### config.mk
export PLATFORM = sky130hd
export DESIGN_NAME = seg_result_scan_flat
export DESIGN_NICKNAME = d
export VERILOG_FILES = /design/src/rtl/seg_result_scan_if.sv /design/src/rtl/seg_result_scan.sv /design/src/flat_wrapper.sv
export SDC_FILE = /design/constraint.sdc
export NUM_CORES = 1
export LEC_CHECK = 0
export ABC_AREA = 1
export CAP_MARGIN = 10
export CORE_UTILIZATION = 35
export DETAILED_ROUTE_END_ITERATION = 8
export PLACE_DENSITY_LB_ADDON = 0.25
export SETUP_SLACK_MARGIN = 0.1
export SLEW_MARGIN = 10
export SYNTH_ARGS = -nofsm -noshare
export SYNTH_HDL_FRONTEND = slang
export SYNTH_SLANG_ARGS = --single-unit
### constraint.sdc
create_clock -name clk -period 2.2 [get_ports clk]
set_input_delay 0.66 -clock clk [delete_from_list [all_inputs] [get_ports clk]]
set_output_delay 0.66 -clock clk [all_outputs]
set_load 0.02 [all_outputs]
### src/rtl/seg_result_scan_if.sv
// rtl/seg_result_scan_if.sv - result/overflow input and display outputs of seg_result_scan
// Purpose: bundles the datapath result feeding the display stage together with the
//          multiplexed 7-segment outputs it drives.
// Signals:
//   result     4  signed two's-complement sum/difference (-8..+7)
//   overflow   1  add/sub overflow flag
//   seg        7  segments, active-low, seg[0]=a ... seg[6]=g
//   an         4  digit anodes, active-low
//   frame_tick 1  one-cycle pulse when a new snapshot is loaded
// Modports: master drives result/overflow and observes the display; slave is the scanner.
interface seg_result_scan_if;
  logic [3:0] result;
  logic       overflow;
  logic [6:0] seg;
  logic [3:0] an;
  logic       frame_tick;

  modport master (
    output result,
    output overflow,
    input  seg,
    input  an,
    input  frame_tick
  );

  modport slave (
    input  result,
    input  overflow,
    output seg,
    output an,
    output frame_tick
  );
endinterface

### src/rtl/seg_result_scan.sv
// rtl/seg_result_scan.sv - 4-digit multiplexed 7-segment display of a signed add/sub result
// Purpose: registers the add/sub result every cycle, snapshots it once per full scan
//          so a frame never tears, and scans four digits: d0 magnitude, d1 sign,
//          d2 blank, d3 'F' on overflow.
// Ports:
//   clk    in  system clock, all logic on posedge
//   rst_n  in  synchronous active-low reset
//   bus    slave modport of seg_result_scan_if (result/overflow in; seg/an/frame_tick out)
// Parameters:
//   REFRESH_DIV  clk cycles each digit is driven (>= 2)
//   CNT_W        refresh counter width, 2**CNT_W >= REFRESH_DIV
module seg_result_scan #(
  parameter int REFRESH_DIV = 100000,
  parameter int CNT_W       = 17
) (
  input  logic               clk,
  input  logic               rst_n,
  seg_result_scan_if.slave   bus
);

  localparam logic [CNT_W-1:0] CNT_LAST = CNT_W'(REFRESH_DIV - 1);
  localparam logic [6:0]       SEG_BLANK = 7'b1111111;

  typedef enum logic [1:0] {
    DIGIT_0 = 2'd0,
    DIGIT_1 = 2'd1,
    DIGIT_2 = 2'd2,
    DIGIT_3 = 2'd3
  } digit_e;

  logic [3:0]       in_res_q,   in_res_d;
  logic             in_ovf_q,   in_ovf_d;
  logic [3:0]       snap_res_q, snap_res_d;
  logic             snap_ovf_q, snap_ovf_d;
  logic [CNT_W-1:0] cnt_q,      cnt_d;
  digit_e           digit_q,    digit_d;
  logic [6:0]       seg_q,      seg_d;
  logic [3:0]       an_q,       an_d;
  logic             frame_tick_q, frame_tick_d;

  logic cnt_wrap;
  logic snap_load;

  // Segment pattern (g..a, active-low) for one digit of a given snapshot.
  function automatic logic [6:0] digit_pattern(input digit_e d,
                                               input logic [3:0] res,
                                               input logic ovf);
    logic [3:0] mag;
    logic [6:0] pat;
    // Negating 4'b1000 yields 4'b1000 again, which reads as 8.
    mag = res[3] ? (~res + 4'd1) : res;
    pat = SEG_BLANK;
    case (d)
      DIGIT_0: begin
        case (mag)
          4'd0:    pat = 7'b1000000;
          4'd1:    pat = 7'b1111001;
          4'd2:    pat = 7'b0100100;
          4'd3:    pat = 7'b0110000;
          4'd4:    pat = 7'b0011001;
          4'd5:    pat = 7'b0010010;
          4'd6:    pat = 7'b0000010;
          4'd7:    pat = 7'b1111000;
          4'd8:    pat = 7'b0000000;
          default: pat = SEG_BLANK;
        endcase
      end
      DIGIT_1: pat = res[3] ? 7'b0111111 : SEG_BLANK;
      DIGIT_2: pat = SEG_BLANK;
      DIGIT_3: pat = ovf ? 7'b0001110 : SEG_BLANK;
      default: pat = SEG_BLANK;
    endcase
    return pat;
  endfunction

  always_comb begin
    in_res_d   = bus.result;
    in_ovf_d   = bus.overflow;

    cnt_wrap   = (cnt_q == CNT_LAST);
    cnt_d      = cnt_wrap ? '0 : cnt_q + CNT_W'(1);

    digit_d    = digit_q;
    if (cnt_wrap) begin
      case (digit_q)
        DIGIT_0: digit_d = DIGIT_1;
        DIGIT_1: digit_d = DIGIT_2;
        DIGIT_2: digit_d = DIGIT_3;
        DIGIT_3: digit_d = DIGIT_0;
        default: digit_d = DIGIT_0;
      endcase
    end

    // A new snapshot is taken only at the end of the last digit of a frame.
    snap_load    = cnt_wrap && (digit_q == DIGIT_3);
    snap_res_d   = snap_load ? in_res_q : snap_res_q;
    snap_ovf_d   = snap_load ? in_ovf_q : snap_ovf_q;
    frame_tick_d = snap_load;

    // Outputs are built from the next digit and next snapshot so anode and
    // segments always change together on the same edge.
    an_d  = ~(4'b0001 << digit_d);
    seg_d = digit_pattern(digit_d, snap_res_d, snap_ovf_d);
  end

  always_ff @(posedge clk) begin
    if (!rst_n) begin
      in_res_q     <= '0;
      in_ovf_q     <= 1'b0;
      snap_res_q   <= '0;
      snap_ovf_q   <= 1'b0;
      cnt_q        <= '0;
      digit_q      <= DIGIT_0;
      seg_q        <= SEG_BLANK;
      an_q         <= 4'b1111;
      frame_tick_q <= 1'b0;
    end else begin
      in_res_q     <= in_res_d;
      in_ovf_q     <= in_ovf_d;
      snap_res_q   <= snap_res_d;
      snap_ovf_q   <= snap_ovf_d;
      cnt_q        <= cnt_d;
      digit_q      <= digit_d;
      seg_q        <= seg_d;
      an_q         <= an_d;
      frame_tick_q <= frame_tick_d;
    end
  end

  assign bus.seg        = seg_q;
  assign bus.an         = an_q;
  assign bus.frame_tick = frame_tick_q;

endmodule

### src/flat_wrapper.sv
// flat-port wrapper written by rule: the top's interface ports become plain ports
module seg_result_scan_flat 
#(
  parameter int REFRESH_DIV = 100000,
  parameter int CNT_W       = 17
)
  (clk, rst_n, bus_result, bus_overflow, bus_seg, bus_an, bus_frame_tick);
  seg_result_scan_if bus_i ();
  input  logic clk;
  input  logic rst_n;
  input wire logic [$bits(bus_i.result)-1:0] bus_result;
  input wire logic [$bits(bus_i.overflow)-1:0] bus_overflow;
  output wire logic [$bits(bus_i.seg)-1:0] bus_seg;
  output wire logic [$bits(bus_i.an)-1:0] bus_an;
  output wire logic [$bits(bus_i.frame_tick)-1:0] bus_frame_tick;
  assign bus_i.result = bus_result;
  assign bus_i.overflow = bus_overflow;
  assign bus_seg = bus_i.seg;
  assign bus_an = bus_i.an;
  assign bus_frame_tick = bus_i.frame_tick;
  seg_result_scan #(.REFRESH_DIV(REFRESH_DIV), .CNT_W(CNT_W)) u_core (.clk(clk), .rst_n(rst_n), .bus(bus_i));
endmodule
# After elaboration in Yosys (flattened, before gate mapping)
# Memories as Yosys holds them, arrays and structs flattened.
# Index checks and enable logic that the tools add are counted.
# totals
romBits	112
elab_cells	35
mem_bits_rw	0
inputBits	7
regBits	41
latchBits	0
output_inout_bits	12
memories	1
# memory_table
memory	depth	width	rd	rd_ports_with_merged_regs	wr	line	source
(no name shown)	16	7	1	0	0	seg_result_scan.sv:55	case (mag)
# op_classes
shifts	1
n_div	0
n_reduce_logical	4
bitwise	3
n_addsub	2
n_mux	8
eq_ne	7
n_mul	0
order_cmp	0
# op_table
op	count
7-bit one-hot mux with 4 select lines	1
17-bit by 1-bit adder with 17-bit output (second input constant)	1
17-bit equality test (second input constant)	1
7-bit 2-to-1 mux	2
2-bit equality test (second input constant)	4
4-bit 2-to-1 mux	2
4-bit inverter	2
2-bit one-hot mux with 4 select lines	1
4-bit by 1-bit adder with 4-bit output (second input constant)	1
2-bit by 1-bit equality test with 1-bit output (second input constant)	2
2-bit zero test	2
1-bit by 2-bit left shift with 4-bit output (first input constant)	1
2-bit 2-to-1 mux	1
2-bit OR reduction	1
1-bit logical AND	1
1-bit 2-to-1 mux	1
1-bit inverter	1

# Depth between registers and ports, before layout
# Gate-level depths: netlist (run 1).
# An unclocked memory read counts as a cell.
# logic_depth
word_depth	8
mapped_depth	21
ltp_nobuf	21

# Worst setup path before layout (run 1)
# OpenSTA, ideal clock, no wires.
# synth_path
kind	flip-flop to flip-flop
startpoint	reg u_core.cnt_q[0]
endpoint	reg u_core.seg_q[5], in the netlist u_core.bus.seg[5]
arrival_ps	2201
path_buffers	0
period_less_slack_ps	2318
t_required_ps	2083
slack_ps	-118
setup_ps	117
stages_incl_launch_ff	22
cell_sequence	dfxtp_1 ha_1 nand2_1 inv_2 nand2_4 nor2_2 nand3_1 inv_1 nand2_1 o21ai_2 ha_1 inv_1 nand2_1 nand2_1 inv_1 ha_1 nand3_1 nand2_1 nand2_1 nand2_1 nand2_1 nand2_1
# synth_between
elab_chain_cells	8
elab_cells_between_ends	15
cone_classes	add/sub (1); eq/ne (4); mux (6); bitwise (1); reduce/logical (2); memory (1)
# synth_rtl
element	line	source
start: declaration	seg_result_scan.sv:35	logic [CNT_W-1:0] cnt_q, cnt_d;
start signal: assignment	seg_result_scan.sv:122	cnt_q <= cnt_d;
17-bit equality test *	seg_result_scan.sv:80	cnt_wrap = (cnt_q == CNT_LAST);
1-bit logical AND	seg_result_scan.sv:95	snap_load = cnt_wrap && (digit_q == DIGIT_3);
4-bit 2-to-1 mux	seg_result_scan.sv:96	snap_res_d = snap_load ? in_res_q : snap_res_q;
4-bit inverter	seg_result_scan.sv:51	mag = res[3] ? (~res + 4'd1) : res;
4-bit by 1-bit adder with 4-bit output	seg_result_scan.sv:51	
4-bit 2-to-1 mux	seg_result_scan.sv:51	
memory read 16 x 7 bit	--	
7-bit one-hot mux with 4 select lines *	seg_result_scan.sv:53	case (d)
end signal: assignment	seg_result_scan.sv:124	seg_q <= seg_d;
end: declaration	seg_result_scan.sv:37	logic [6:0] seg_q, seg_d;
# Mark *: on every way between the ends. The rest lies on a longest branch, timed or not.
# A chain may end at the register's enable or synchronous reset.

# Worst setup path in the final report (run 1)
# layout_path
startpoint	reg u_core.cnt_q[1]
endpoint	reg u_core.seg_q[3], in the netlist u_core.bus.seg[3]
# Same word-level chain as after synthesis.

==> results.yml, run 1 <==
status:
  status: "finished clean"
yosys:
  synth_area_leaders: "dfxtp_1 41%, nand2_1 13%, inv_1 6.7%, ha_1 6.2%, nor2_1 5.8%"
  synth_compound_area_share_pct: 5.64
  synth_top_family_by_area: "simple AND/OR/NAND/NOR gates"
  synth_fa_ha_area_share_pct: 6.20
  ys_warn_count: 0
  synth-main-ff-cell: "dfxtp_1"
  synthArstFlopShare_pct: 0
  synth-edff-count: 0
  seq_area_frac_synth_pct: 40.7
  avgSynthCellArea_sq_um: 7.39
  yosysTopAreaCell: "dfxtp_1"
  ys_ff_latch: 41
  ys_top_cells_by_count: "70 x nand2_1, 41 x dfxtp_1, 36 x inv_1"
  synth-simple-area-share_pct: 36.9
  yosysUniqueCellTypes: 31
  yosysMostFrequentCell: "nand2_1"
  synth.area.mux_share_pct: 0
  synth_xor_area_share_pct: 1.74
  syn-cell-area_sq_um: 2020
  yosysTopAreaCellShare_pct: 40.7
  syn-num-nets: 290
  syn_inst: 273
sta:
  period_share_pct: 96.5
  tns_ns: 0
  slew_headroom_pct: 81.0
  rsz0062_at_grt: "true"
  worst_pin_slew_ns: 0.283
  layout_min_cycle_time_ns: 2.12
  hold_viol_final: 0
  worst_slack_ns: 0.0761
  holdWs_ns: 0.448
  setup_viol: 0
  finalMaxSlewViolations: 0
  fin_worst_skew_ns: 0.00276
  fmax_mhz: 471
critical_path:
  slowest_stage: "dfxtp_2"
  startpoint_type: "flop"
  max_stage_delay_ns: 0.35
  crit_fanout: 3
  end_kind: "flop"
  critPathKind: "reg2reg"
  crit_required_ns: 2.39
  cp.arrival_ns: 2.32
  cp_cell_sequence: "ha_4, nand2_2, inv_2, nand2_4, nor2_4, nand3_2, inv_2, nand2_2, o21ai_4, ha_4, inv_2, nand2_2, nand2_2, inv_2, ha_4, nand3_2, nand3_1, nand2_1"
detailed_routing:
  postRouteAntennaNets: 0
  drc: 0
  drt_iter0_drc: 51
  vias: 1755
  avgRoutedWirePerCell_um: 10.5
  routed_wirelength_um: 4150
  vias_per_cell: 4.44
  drt_pass1_iterations: 4
place:
  portBuffers: 18
  globalplace.congestion: 0.892
  place_hpwl_um: 2980
  post-place-ws_ns: 0.0239
global_routing:
  antenna_found_initial: 0
  gr-usage-met3_pct: 3.18
  first_global_vias: 1662
  top_usage_layer: "met2"
  grt_pass1_wl_um: 7290
  globalRouteTotalUtil_pct: 15.2
  grt.met2_usage_pct: 23.5
  met1_usage_pct: 20.5
  overflow: 0
  grt_max_degree: 13
power_and_ir_drop:
  power_density_nw_per_um2: 479
  ir_drop_mv: 0.257
  leakagePower_nw: 1.29
cts:
  cts_tree: "done"
  clk_latency_ns: 0.29
  cts_sinks: 41
  cts.clk_slew.worst_paths_ns: 0.08
  holdBufCountCts: 0
  htreeDepth: 2
  cts_root_buf: "clkbuf_8"
  clock_path_buffers: 2
  numCtsBuffers: 5
hold_path:
  hold_class: "reg2reg"
die:
  rows: 27
  die-area_sq_um: 6070
  start_util_pct: 36.4
  ios: 19
  core_area_sq_um: 5540
  fp.dieW_um: 77.9
  die_height_um: 77.9
finish:
  fillers: 554
  layout-drive-gt1-share_pct: 30.7
  final_nets: 339
  syn_to_final_growth_pct: 36.3
  finalCoreUtilization_pct: 49.6
  antenna_cells: 0
job:
  max_cap_viol_count: 0
[area by class of cell]
class,instances,area [sq um],share of cell area (%)
tap,72,90.1,3.28
clock buffer,6,72.6,2.64
inverter,45,174,6.32
clock inverter,2,10.0,0.364
sequential,41,827,30.1
multi-input combinational,186,1190,43.4
timing repair buffer,43,384,14.0
[registers in the layout, indices dropped and copies added, names as in the netlist]
| register | flops |
|---|---|
| u_core.snap_ovf_q | 1 |
| u_core.digit_q | 2 |
| u_core.bus.frame_tick | 1 |
| u_core.in_ovf_q | 1 |
| u_core.bus.seg | 7 |
| u_core.cnt_q | 17 |
| u_core.snap_res_q | 4 |
| u_core.in_res_q | 4 |
| u_core.bus.an | 4 |
[placed cells by master, fill, tap and decap left out, types with 3 or more instances in the layout]
cell,Yosys,layout
nor2_2,4,5
nand3_1,21,12
clkdlybuf4s50_1,0,18
o21ai_0,5,5
xor2_1,3,3
ha_1,10,6
nand3_2,2,10
nand2_2,4,9
dfxtp_2,0,5
nand4_1,5,5
clkbuf_8,0,5
nor2_1,31,28
dfxtp_1,41,36
inv_1,36,33
ha_4,0,4
a21oi_1,9,9
inv_2,8,11
nand2_4,3,7
nand2_1,70,61
nor2_4,2,4
buf_4,0,23
[critical path, delay by kind of cell, from the launching register on]
kind	cells	cell delay, ns
flops	1	0.35
fa+ha+maj	3	0.62
buf+inv	4	0.26
simple gates	10	0.70
compound gates	1	0.09
[final timing paths]
check / cells past startpoint / slack (ns) / to / from
worst max-delay path: 18 / 0.08 / u_core.bus.seg[3] / u_core.cnt_q[1]
worst min-delay path: 2 / 0.45 / u_core.cnt_q[4] / u_core.cnt_q[4]
worst max register to register: 18 / 0.08 / u_core.bus.seg[3] / u_core.cnt_q[1]
worst min register to register: 2 / 0.45 / u_core.cnt_q[4] / u_core.cnt_q[4]
[where the power goes]
group,internal (mW),switching [mW],leakage [nW]
clock,0.220,0.258,0.0450
sequential,0.759,0.00778,0.337
combinational,0.0358,0.0372,0.911
[repair_timing]
item                       CTS  global route
resized for setup           11            18
hold endpoints to repair     0             0
setup endpoints to repair    5             9
gates cloned                 0             0
setup buffers                8             3
pin swaps                    5            10
[metrics by stage]
step           cell area, sq um  power [mW]  instances
2_1_floorplan              2080       0.820        273
3_3_place_gp               2470       0.855        376
6_report                   2750        1.32        395
4_1_cts                    2640        1.34        392
5_1_grt                    2750        1.38        395
3_5_place_dp               2470       0.856        376
[routing by layer]
layer | vias up | share of wire (%)
met2 | 33 | 44
met5 | - | 0
met3 | 4 | 3.6
li1 | 949 | -
met1 | 769 | 51
met4 | 0 | 1.2
[cells by family after synthesis]
family                   count (synthesis)
adder cells (fa/ha/maj)                 10
XOR/XNOR                                 4
AO/OA/AOI/OAI                           20
buffers and inverters                   46
AND/OR/NAND/NOR                        152
flip-flops                              41
Power figures use the tool's default switching activity.
==> inputs of run 2 (changes only) <==
- CTS_BUF_LIST: unset -> sky130_fd_sc_hd__clkbuf_4
- TNS_END_PERCENT: unset -> 1
==> results.yml, run 2 (synthesized netlist as in run 1, its figures left out) <==
cts:
  clk_latency_ns: 0.35
  holdBufCountCts: 0
  clock_path_buffers: 2
  htreeDepth: 2
  cts_sinks: 41
  numCtsBuffers: 5
  cts_root_buf: "clkbuf_4"
  cts_tree: "done"
  cts.clk_slew.worst_paths_ns: 0.12
global_routing:
  overflow: 0
  grt_pass1_wl_um: 7120
  globalRouteTotalUtil_pct: 14.9
  grt_max_degree: 13
  first_global_vias: 1635
  antenna_found_initial: 0
finish:
  most-common-layout-cells: "63 x nand2_1, 37 x dfxtp_1, 33 x inv_1"
  finalCoreUtilization_pct: 47.3
  top_register: "u_core.cnt_q"
  layout_commonest_cell: "nand2_1"
  final_nets: 335
  syn_to_final_growth_pct: 29.8
  antenna_cells: 0
  largest_reg_flops: 17
  layout-drive-gt1-share_pct: 26.6
power_and_ir_drop:
  leakagePower_nw: 1.23
  ir_drop_mv: 0.198
  power_density_nw_per_um2: 465
detailed_routing:
  routed_wirelength_um: 3910
  drt_pass1_iterations: 4
  postRouteAntennaNets: 0
  avgRoutedWirePerCell_um: 10.0
  vias: 1721
  vias_per_cell: 4.40
  drc: 0
  drt_iter0_drc: 38
die:
  start_util_pct: 36.4
  rows: 27
  core_area_sq_um: 5540
  ios: 19
  die-area_sq_um: 6070
  die_height_um: 77.9
  fp.dieW_um: 77.9
sta:
  layout_min_cycle_time_ns: 2.13
  slew_headroom_pct: 80.3
  rsz0062_at_grt: "true"
  setup_viol: 0
  worst_pin_slew_ns: 0.295
  worst_slack_ns: 0.0729
  finalMaxSlewViolations: 0
  hold_viol_final: 0
  fin_worst_skew_ns: 0.00629
  period_share_pct: 96.7
  fmax_mhz: 470
critical_path:
  critPathKind: "reg2reg"
  max_stage_delay_ns: 0.37
  slowest_stage: "dfxtp_2"
  end_kind: "flop"
  cp_cell_sequence: "ha_4, nand2_2, inv_2, nand2_4, nor2_4, nand3_2, inv_2, nand2_2, o21ai_4, ha_4, inv_2, nand2_2, nand2_2, inv_2, ha_4, nand3_2, nand3_1, nand2_1"
  startpoint_type: "flop"
  cp_num_buf_inv: 4
  crit_required_ns: 2.46
  cp.arrival_ns: 2.39
  cp_top_family: "simple AND/OR/NAND/NOR gates"
  crit_fanout: 3
job:
  max_cap_viol_count: 0
place:
  place_hpwl_um: 2980
  portBuffers: 18
  globalplace.congestion: 0.892
  post-place-ws_ns: 0.0239
hold_path:
  hold_class: "reg2reg"
status:
  status: "finished clean"
run 2: cell types whose count changed in the layout (fill, tap and decap cells not counted), sizes merged:
cell | before | now
buf | 25 | 21
run 2: worst paths after layout:
path	start	to	slack [ns]	cells after the start
worst max-delay path	u_core.cnt_q[1]	u_core.bus.seg[3]	0.07	18
worst min-delay path	u_core.cnt_q[4]	u_core.cnt_q[4]	0.45	2
worst max register to register	u_core.cnt_q[1]	u_core.bus.seg[3]	0.07	18
worst min register to register	u_core.cnt_q[4]	u_core.cnt_q[4]	0.45	2
run 2: power breakdown:
part           internal [mW]  total [mW]  switching (mW)
Clock                  0.134       0.378           0.244
Sequential             0.759       0.767         0.00779
Combinational         0.0355      0.0725          0.0370
run 2: layer usage:
layer	routed length, um	GRT usage (%)
met3	143	3.18
met1	2050	20.3
met5	0	0
met2	1650	22.7
met4	68	6.11
run 2: metrics by stage:
stage          hold WS (ns)  TNS [ns]  std cells  cell area (sq um)  total power [mW]
2_1_floorplan         0.420         0        273               2080             0.820
3_3_place_gp          0.430         0        376               2470             0.855
3_5_place_dp          0.440         0        376               2470             0.856
4_1_cts               0.460         0        389               2580              1.24
5_1_grt               0.474    -0.545        391               2620              1.28
6_report              0.454         0        391               2620              1.22
run 2: area by class of cell:
cell class | count | area, sq um
fill | 573 | 2920
multi-input combinational | 186 | 1120
sequential | 41 | 826
timing repair buffer | 39 | 350
inverter | 45 | 174
tap | 72 | 90.1
clock buffer | 6 | 45.0
clock inverter | 2 | 10.0
run 2: tightest hold or removal path, cell delays in order (launching register included):
cell	delay, ns
dfxtp_1	0.33
inv_1	0.05
a21oi_1	0.04
run 2: repair_timing:
action / in CTS / in global routing
buffers inserted: 5 / 2
endpoints found under the hold margin: 0 / 0
cloned: 0 / 0
pin swaps: 3 / 5
setup endpoints to repair: 5 / 9
resized for setup: 7 / 5
